$ cat src/rtl/operand_entry_sequencer.sv
// Operand entry sequencer: debounces two keys and walks X then Y entry.
// Presents both captured operands with VALID to the downstream adder.
module operand_entry_sequencer #(
    parameter int DEBOUNCE_CYCLES = 500000,
    parameter int CNT_W           = 19
) (
    input  logic       CLK,
    input  logic       RST,
    input  logic [3:0] SW,
    input  logic [1:0] KEY,
    output logic [3:0] X,
    output logic [3:0] Y,
    output logic       VALID,
    output logic [2:0] STAGE
);

    typedef enum logic [1:0] {
        LOAD_X = 2'd0,
        LOAD_Y = 2'd1,
        SHOW   = 2'd2
    } state_t;

    localparam logic [CNT_W-1:0] CNT_MAX = CNT_W'(DEBOUNCE_CYCLES - 1);

    logic [1:0]       sync1;
    logic [1:0]       sync2;
    logic [1:0]       stable;
    logic [1:0]       stable_d;
    logic [1:0]       press;
    logic [CNT_W-1:0] cnt [2];

    state_t     state_q;
    state_t     state_d;
    logic [3:0] x_d;
    logic [3:0] y_d;
    logic       valid_d;
    logic [2:0] stage_d;

    // Two-flop synchroniser for the raw active-low keys
    always_ff @(posedge CLK or posedge RST) begin
        if (RST) begin
            sync1 <= 2'b11;
            sync2 <= 2'b11;
        end else begin
            sync1 <= KEY;
            sync2 <= sync1;
        end
    end

    // Per-key debounce: accept a level only after it holds long enough
    always_ff @(posedge CLK or posedge RST) begin
        if (RST) begin
            stable <= 2'b11;
            for (int k = 0; k < 2; k++) begin
                cnt[k] <= '0;
            end
        end else begin
            for (int k = 0; k < 2; k++) begin
                if (sync2[k] == stable[k]) begin
                    cnt[k] <= '0;
                end else if (cnt[k] == CNT_MAX) begin
                    stable[k] <= sync2[k];
                    cnt[k]    <= '0;
                end else begin
                    cnt[k] <= cnt[k] + 1'b1;
                end
            end
        end
    end

    // One-cycle press pulse on each accepted falling edge
    always_ff @(posedge CLK or posedge RST) begin
        if (RST) begin
            stable_d <= 2'b11;
            press    <= 2'b00;
        end else begin
            stable_d <= stable;
            press    <= stable_d & ~stable;
        end
    end

    // Next state, operand capture and output decode; clear has priority
    always_comb begin
        state_d = state_q;
        x_d     = X;
        y_d     = Y;
        case (state_q)
            LOAD_X: begin
                if (press[0]) begin
                    state_d = LOAD_Y;
                    x_d     = SW;
                end
            end
            LOAD_Y: begin
                if (press[0]) begin
                    state_d = SHOW;
                    y_d     = SW;
                end
            end
            SHOW: begin
                if (press[0]) begin
                    state_d = LOAD_X;
                end
            end
            default: begin
                state_d = LOAD_X;
            end
        endcase
        if (press[1]) begin
            state_d = LOAD_X;
            x_d     = 4'h0;
            y_d     = 4'h0;
        end
        valid_d = (state_d == SHOW);
        case (state_d)
            LOAD_Y:  stage_d = 3'b010;
            SHOW:    stage_d = 3'b100;
            default: stage_d = 3'b001;
        endcase
    end

    // State, operand and output registers
    always_ff @(posedge CLK or posedge RST) begin
        if (RST) begin
            state_q <= LOAD_X;
            X       <= 4'h0;
            Y       <= 4'h0;
            VALID   <= 1'b0;
            STAGE   <= 3'b001;
        end else begin
            state_q <= state_d;
            X       <= x_d;
            Y       <= y_d;
            VALID   <= valid_d;
            STAGE   <= stage_d;
        end
    end

endmodule

$ cat config.mk
export PLATFORM = sky130hd
export DESIGN_NAME = operand_entry_sequencer
export DESIGN_NICKNAME = d
export VERILOG_FILES = /design/src/rtl/operand_entry_sequencer.sv
export SDC_FILE = /design/constraint.sdc
export NUM_CORES = 1
export LEC_CHECK = 0
export CAP_MARGIN = 25
export CORE_MARGIN = 4
export CORE_UTILIZATION = 37
export DETAILED_ROUTE_END_ITERATION = 12
export MAX_ROUTING_LAYER = met4
export PLACE_DENSITY_LB_ADDON = 0.1
export SLEW_MARGIN = 20
export SYNTH_ARGS = -nofsm -noshare
export SYNTH_HDL_FRONTEND = slang
export SYNTH_SLANG_ARGS = --single-unit
$ cat constraint.sdc
create_clock -name CLK -period 2.5 [get_ports CLK]
set_input_delay 0.5 -clock CLK [delete_from_list [all_inputs] [get_ports CLK]]
set_output_delay 0.5 -clock CLK [all_outputs]
set_load 0.02 [all_outputs]
======== Word-level counts from Yosys, hierarchy flattened ========
Index checks and enable logic that the tools add are counted.
word-level totals
  bits in registers ....................... 62
  input port bits ......................... 8
  logic and storage cells ................. 50
cells by class
  $add $sub $neg .......................... 2
  equal/unequal tests ..................... 8
  muxes and demuxes ....................... 15
  bitwise logic cells ..................... 4
  reduce and logical (&&, ||, !) cells .... 8
operators by type and width
  kind                                           count
  2-to-1 mux 19 bit                              4
  adder 19 x 1 -> 19 bit, second input constant  2
  == test 19 bit, second input constant          2
  2-to-1 mux 4 bit                               5
  2-to-1 mux 2 bit                               4
  AND reduction 2 bit                            4
  one-hot mux 2 bit (3 select lines)             1
  one-hot mux 3 bit (2 select lines)             1
  nonzero test 2 bit                             3
  == test 2 x 1 -> 1 bit, second input constant  2
  == test 2 bit, second input constant           2
  bitwise AND 2 bit                              1
  == test 1 bit                                  2
  logical NOT 2 bit                              1
  inverter 1 bit                                 2
  inverter 2 bit                                 1

======== Logic depth before layout (Yosys ltp) ========
Gate-level depths: netlist of run 1.
  depth in word-level cells ............... 5
  mapped depth ............................ 7
  gate-level depth less buffers ........... 5

======== Worst setup path after synthesis of run 1 ========
Ideal clock, no wire load.
  path type ............................... reg2reg
  start point ............................. reg cnt[19] in the netlist's numbering
  end point ............................... reg cnt[27] in the netlist's numbering
  data arrival time ....................... 1840 ps
  slack ................................... 538 ps
  cell stages (with the launch flop) ...... 8
  path buffers ............................ 2
  cell sequence ........................... dfrtp_1 ha_1 and3_1 clkbuf_1 nand4_1 o31ai_2 buf_2 nor2_1
between the ends
  cells in the longest elaborated chain, start to end .. 3
  elaborated cells on any way between the ends .. 4
ends and longest elaborated chain
  item                                                             line    RTL
  from (decl)                                                      30      logic [CNT_W-1:0] cnt [2];
  from (signal, indexed assignment)                                65      cnt[k] <= cnt[k] + 1'b1;
  adder 19 x 1 -> 19 bit / == test 19 bit (equally long branches)  65, 61
  2-to-1 mux 19 bit (*)                                            61      end else if (cnt[k] == CNT_MAX) begin
  2-to-1 mux 19 bit (*)                                            59      if (sync2[k] == stable[k]) begin
Every way passes the cells marked *; elsewhere a longest branch is shown, timed or not.
A chain may end at the register's enable or synchronous reset.

======== Worst setup path in the final report of run 1 ========
  start point ............................. reg cnt[0] in the netlist's numbering
  end point ............................... reg cnt[18] in the netlist's numbering
Same word-level chain as after synthesis.

==> impl_metrics.py, run 1 <==
metrics = {
    "place": {
        "portBuffers": 19,
        "dp_hpwl_um": 3360,
        "dp_cells": 370,
        "gp_congestion": 0.790,
        "post-place-ws_ns": 0.521,
    },
    "worst_setup_path": {
        "crit_family": "simple AND/OR/NAND/NOR gates",
        "reg2reg_slack_ns": 0.50,
        "slowest_delay_ns": 0.55,
        "end_kind": "register",
        "cpMaxStageDelayCell": "or3_2",
        "cp-start-kind": "register",
        "cp.buffers_inverters": 0,
        "crit_chain": "ha_1 > nand4_1 > or3_2 > or4_1 > a21oi_1",
        "reg2reg_depth": 5,
        "r2r_start": "cnt[0]$_DFF_PP0_",
        "cp.arrival_ns": 2.25,
        "cp_num_cells": 5,
        "cp-startpoint": "cnt[0]$_DFF_PP0_",
        "crit_fanout": 4,
        "criticalPathCategory": "reg2reg",
        "rr_endpoint": "cnt[18]$_DFF_PP0_",
        "endpoint": "cnt[18]$_DFF_PP0_",
        "required_ns": 2.75,
    },
    "floorplanning": {
        "core_area_um2": 7250,
        "rows": 31,
        "ios": 20,
        "start_util_pct": 37.9,
        "fp.dieW_um": 94.2,
        "fp.dieH_um": 94.2,
        "dieArea_um2": 8880,
    },
    "sta": {
        "slew_violations": 0,
        "rsz0062_at_grt": "false",
        "fin_crit_sh_pct": 79.8,
        "setup_viol": 0,
        "fmax_mhz": 501,
        "max_slew_margin_pct": 74.3,
        "fin_crit_ns": 2.00,
        "hold_viol": 0,
        "finalClockSkew_ns": 0.00937,
        "tightest_slew_ns": 0.383,
        "final.setup.tns_ns": 0,
        "setup_ws_ns": 0.505,
    },
    "layout": {
        "nets": 294,
        "fin_util_pct": 45.3,
        "area_growth_pct": 19.5,
        "diodes": 0,
        "final_common_cell": "dfrtp_1",
        "seq_area_um2": 1540,
        "drive_gt1_share_pct": 14.6,
        "layoutNonFillerInstCount": 386,
        "layout_common_cells": "52 x dfrtp_1, 41 x nor2_1, 19 x clkdlybuf4s50_1, 15 x xnor2_1, 14 x xor2_1",
        "nFillCells": 698,
        "multi_input_area_um2": 1130,
    },
    "job": {
        "maxCapViolCount": 0,
    },
    "clock_tree": {
        "cts_hold_buf": 0,
        "clock-sinks": 61,
        "htreeDepth": 3,
        "cts_root_buffer": "clkbuf_8",
        "cts_tree": "yes",
        "clock_path_buffers": 2,
        "clk_pin_slew_ns": 0.07,
        "ctsResizeCount": 0,
        "cts_inserted_buffers": 9,
        "post_cts_buffers": 0,
        "insertion_delay_ns": 0.33,
    },
    "yosys": {
        "yosysWarnings": 0,
        "synth_top_cell_by_area": "dfrtp_1",
        "syn-cell-area_um2": 2750,
        "synthFlopType": "dfrtp_1",
        "syn_nets": 267,
        "synth_top_area_share_pct": 47.3,
        "synth-async-reset-ratio_pct": 100,
        "syn_inst": 255,
        "synth_seq_cells": 61,
        "synth_cell_type_count": 38,
        "synth_area_leaders": "dfrtp_1 47%, dfstp_2 8.6%, nor2_1 5.6%",
        "synth_edf_count": 0,
        "yosysSeqAreaShare_pct": 55.9,
        "syn_avg_cell_area_um2": 10.8,
    },
    "grt": {
        "grt_usage_pct": 12.9,
        "antenna_found_initial": 0,
        "first_global_vias": 1817,
        "grt_pass1_wl_um": 8650,
        "grt_overflow": 0,
        "grt_max_degree": 62,
    },
    "power": {
        "p_total_w": 0.00200,
        "p_per_area_nw_per_um2": 607,
        "vdd.ir_drop.worst_v": 0.000338,
        "p_leak_nw": 1.38,
    },
    "drt": {
        "first_iter_violations": 45,
        "ant_nets": 0,
        "drt-total-wl_um": 4920,
        "vias_per_cell": 4.84,
        "drc": 0,
        "dr_total_vias": 1868,
        "firstDrtPassIters": 4,
        "wl_per_cell_um": 12.7,
    },
    "status": {
        "status": "complete, no violations",
    },
    "min_path": {
        "hold_class": "reg2reg",
    },
}
## Yosys cell counts, types with 2 or more instances
library cell and count:
nor2b_1 2, a21oi_1 8, or3_2 3, and4_1 5, inv_1 11, nand3_1 10
xnor2_1 15, nor3_1 5, nor4b_1 3, mux2i_1 8, o21ai_0 2, clkbuf_1 4
nand4_1 10, nand2_1 13, xor2_1 14, o31ai_1 5, dfstp_2 9, ha_1 4
and3_1 3, or4_1 6, buf_2 3, nor4_1 4, dfrtp_1 52, nor2_1 41
mux2_2 2
## power breakdown
group	switching (W)	internal, W
Combinational	0.0000464	0.0000328
Sequential	0.0000117	0.00100
Clock	0.000388	0.000514
Total	0.000446	0.00155
## through the flow
stage	cell area (µm²)	hold slack, ns
after floorplan	2750	0.345
after global placement	3080	0.346
after detailed placement	3080	0.347
after CTS	3290	0.358
after global routing	3290	0.360
final	3290	0.356
## final cells by class
class	count	area share, %
Clock buffer	11	4.60
Clock inverter	5	1.79
Inverter	11	1.26
Multi-Input combinational cell	175	34.5
Sequential cell	61	46.8
Tap cell	99	3.77
Timing Repair Buffer	24	7.31
## how the worst min path moves through the flow
| stage | from | slack (ns) | cells after the start | endpoint |
|---|---|---|---|---|
| final | sync1[0]$_DFF_PP1_ | 0.36 | 0 | sync2[0]$_DFF_PP1_ |
| after global placement | sync1[1]$_DFF_PP1_ | 0.35 | 0 | sync2[1]$_DFF_PP1_ |
| after global routing | sync1[0]$_DFF_PP1_ | 0.36 | 0 | sync2[0]$_DFF_PP1_ |
| after floorplan | sync1[0]$_DFF_PP1_ | 0.35 | 0 | sync2[0]$_DFF_PP1_ |
| after CTS | sync1[0]$_DFF_PP1_ | 0.36 | 0 | sync2[0]$_DFF_PP1_ |
| after detailed placement | sync1[0]$_DFF_PP1_ | 0.35 | 0 | sync2[0]$_DFF_PP1_ |
## registers in the layout, summed over array words and instances (netlist names)
| name | cells |
|---|---|
| STAGE | 3 |
| X | 4 |
| Y | 4 |
| cnt | 38 |
| press | 2 |
| stable | 2 |
| stable_d | 2 |
| state_q | 2 |
| sync1 | 2 |
| sync2 | 2 |
## cells by family after synthesis
group                      share of synthesized area, %
and+or+nand+nor                                    21.9
DFF                                                55.9
xor gates and xnor gates                           9.23
AOI/OAI and AO/OA                                  4.55
buffers and inverters                              2.86
muxes                                              3.73
adders and majority gates                          1.82
## routing by layer
metal  global-route usage, %  vias up  part of all wire, %
met5                       -        -                    0
met4                    4.69        0                  1.3
met3                    5.05        6                  3.5
met2                    20.2       19                   50
met1                    15.1      905                   46
li1                        -      938                    -
Power figures use the tool's default switching activity.
==> inputs of run 2 (changes only) <==
clock period = 1.8 ns   (was 2.5 ns; I/O delays follow)
==> run 2 against run 1 <==
- critical path depth shrank 1
- sequential share of layout area decreased by 3.2 points
- non-clock buffer count rose by 25
- largest power group unchanged
- die area stayed put
- largest cell class unchanged
- cell count is 6.5% higher
- first-iteration DRC count rose by 4.4%
- flip-flop and latch count did not move
- critical path type unchanged
- wire length is 9.3% higher
- clock power grew 40%
==> impl_metrics.py, run 2 (synthesis gave the netlist of run 1 again) <==
metrics = {
    "status": {
        "status": "complete, no violations",
    },
    "worst_setup_path": {
        "required_ns": 2.05,
        "crit_fanout": 6,
        "cpMostUsedCell": "or4_4",
        "crit_chain": "nand3_2 > or4_4 > or4_4 > a21oi_2",
        "cpMaxStageDelayCell": "or4_4",
        "r2r_start": "cnt[3]$_DFF_PP0_",
        "cp-start-kind": "register",
        "cp.buffers_inverters": 0,
        "end_kind": "register",
        "criticalPathCategory": "reg2reg",
        "crit_family": "simple AND/OR/NAND/NOR gates",
        "cp-startpoint": "cnt[3]$_DFF_PP0_",
        "slowest_delay_ns": 0.53,
        "cp.arrival_ns": 1.96,
    },
    "sta": {
        "setup_viol": 0,
        "timing.hold.ws_ns": 0.356,
        "max_slew_margin_pct": 74.8,
        "fin_crit_ns": 1.71,
        "slew_violations": 0,
        "fin_crit_sh_pct": 94.9,
        "tightest_slew_ns": 0.375,
        "rsz0062_at_grt": "false",
        "fmax_mhz": 585,
        "setup_ws_ns": 0.0915,
        "hold_viol": 0,
        "finalClockSkew_ns": 0.00954,
    },
    "clock_tree": {
        "clock-sinks": 61,
        "cts_hold_buf": 0,
        "clk_pin_slew_ns": 0.07,
        "cts_tree": "yes",
        "clock_path_buffers": 2,
        "cts_inserted_buffers": 9,
        "post_cts_buffers": 0,
        "cts_root_buffer": "clkbuf_8",
        "insertion_delay_ns": 0.32,
        "htreeDepth": 3,
    },
    "place": {
        "dp_hpwl_um": 3670,
        "gp_congestion": 0.796,
        "portBuffers": 19,
        "post-place-ws_ns": -0.0197,
    },
    "layout": {
        "multi_input_area_um2": 1180,
        "nFillCells": 708,
        "seq_area_um2": 1540,
        "layout_common_cells": "51 x dfrtp_1, 41 x nor2_1, 29 x buf_4, 18 x clkdlybuf4s50_1, 15 x xnor2_1",
        "nets": 319,
        "diodes": 0,
        "final_common_cell": "dfrtp_1",
        "largest_register_ffs": 38,
        "drive_gt1_share_pct": 23.4,
        "regMostFlops": "cnt",
        "area_growth_pct": 28.3,
        "reg_top3": "cnt: 38 flops, X: 4 flops, Y: 4 flops",
    },
    "drt": {
        "firstDrtPassIters": 4,
        "vias_per_cell": 4.81,
        "dr_total_vias": 1977,
        "ant_nets": 0,
        "first_iter_violations": 47,
        "drc": 0,
        "wl_per_cell_um": 13.1,
        "drt-total-wl_um": 5370,
    },
    "grt": {
        "grt_usage_pct": 14.3,
        "grt_pass1_wl_um": 9620,
        "grt_overflow": 0,
        "grt_max_degree": 62,
        "antenna_found_initial": 0,
        "first_global_vias": 2043,
    },
    "floorplanning": {
        "start_util_pct": 37.9,
        "core_area_um2": 7250,
        "fp.dieH_um": 94.2,
        "dieArea_um2": 8880,
        "rows": 31,
        "ios": 20,
        "fp.dieW_um": 94.2,
    },
    "min_path": {
        "hp-start": "sync1[1]$_DFF_PP1_",
        "hold_class": "reg2reg",
    },
    "job": {
        "maxCapViolCount": 0,
    },
    "power": {
        "p_leak_nw": 1.51,
        "vdd.ir_drop.worst_v": 0.000376,
        "p_per_area_nw_per_um2": 792,
    },
}
run 2: changes by cell type in the layout (fill, tap and decap cells not counted), sizes merged:
cell,change
clkbuf,+2
clkinv,-1
clkdlybuf4s50,-1
dlygate4sd2,+1
buf,+25
inv,-1
run 2: layer usage:
metal	up-vias	track usage, %	routed length, µm
li1	991	-	-
met1	952	18.4	2700
met2	27	21.1	2400
met3	7	3.45	199
met4	0	6.86	72
met5	-	-	0
run 2: worst paths after layout:
check / cells past startpoint / slack [ns] / to
setup reg to reg: 4 / 0.09 / cnt[17]$_DFF_PP0_
max in group asynchronous: 3 / 1.02 / stable[1]$_DFFE_PP1P_
hold / removal: 0 / 0.36 / sync2[1]$_DFF_PP1_
setup / recovery: 4 / 0.09 / cnt[17]$_DFF_PP0_
hold reg to reg: 0 / 0.36 / sync2[1]$_DFF_PP1_
min in group asynchronous: 3 / 0.47 / Y[0]$_DFFE_PP0P_
run 2: per-stage QoR:
| stage | instances | utilization (%) | power [W] | cell area [µm²] | TNS, ns |
|---|---|---|---|---|---|
| after floorplan | 255 | - | 0.00150 | 2780 | -0.0942 |
| after global placement | 395 | 45.3 | 0.00157 | 3290 | 0 |
| after detailed placement | 395 | 45.3 | 0.00157 | 3290 | -0.0353 |
| after CTS | 411 | 48.3 | 0.00284 | 3510 | 0 |
| after global routing | 411 | 48.7 | 0.00293 | 3530 | 0 |
| final | 411 | 48.7 | 0.00280 | 3530 | 0 |
run 2: final cells by class:
type / count / area share [%]
Tap cell: 99 / 3.51
Inverter: 11 / 1.28
Sequential cell: 61 / 43.6
Clock buffer: 13 / 4.79
Timing Repair Buffer: 49 / 12.1
Clock inverter: 3 / 1.21
Multi-Input combinational cell: 175 / 33.5
run 2: what timing repair did:
item	in CTS	in global routing
hold endpoints to repair	0	0
pin swaps	0	3
setup endpoints to repair	4	11
resized for setup	3	6
cloned	0	0
run 2: report_power, final:
group	switching [W]	total [W]	leakage, nW	internal [W]
clock network	0.000508	0.00126	0.106	0.000751
logic	0.0000713	0.000128	0.598	0.0000566
registers	0.0000147	0.00141	0.805	0.00140
total	0.000594	0.00280	1.51	0.00220
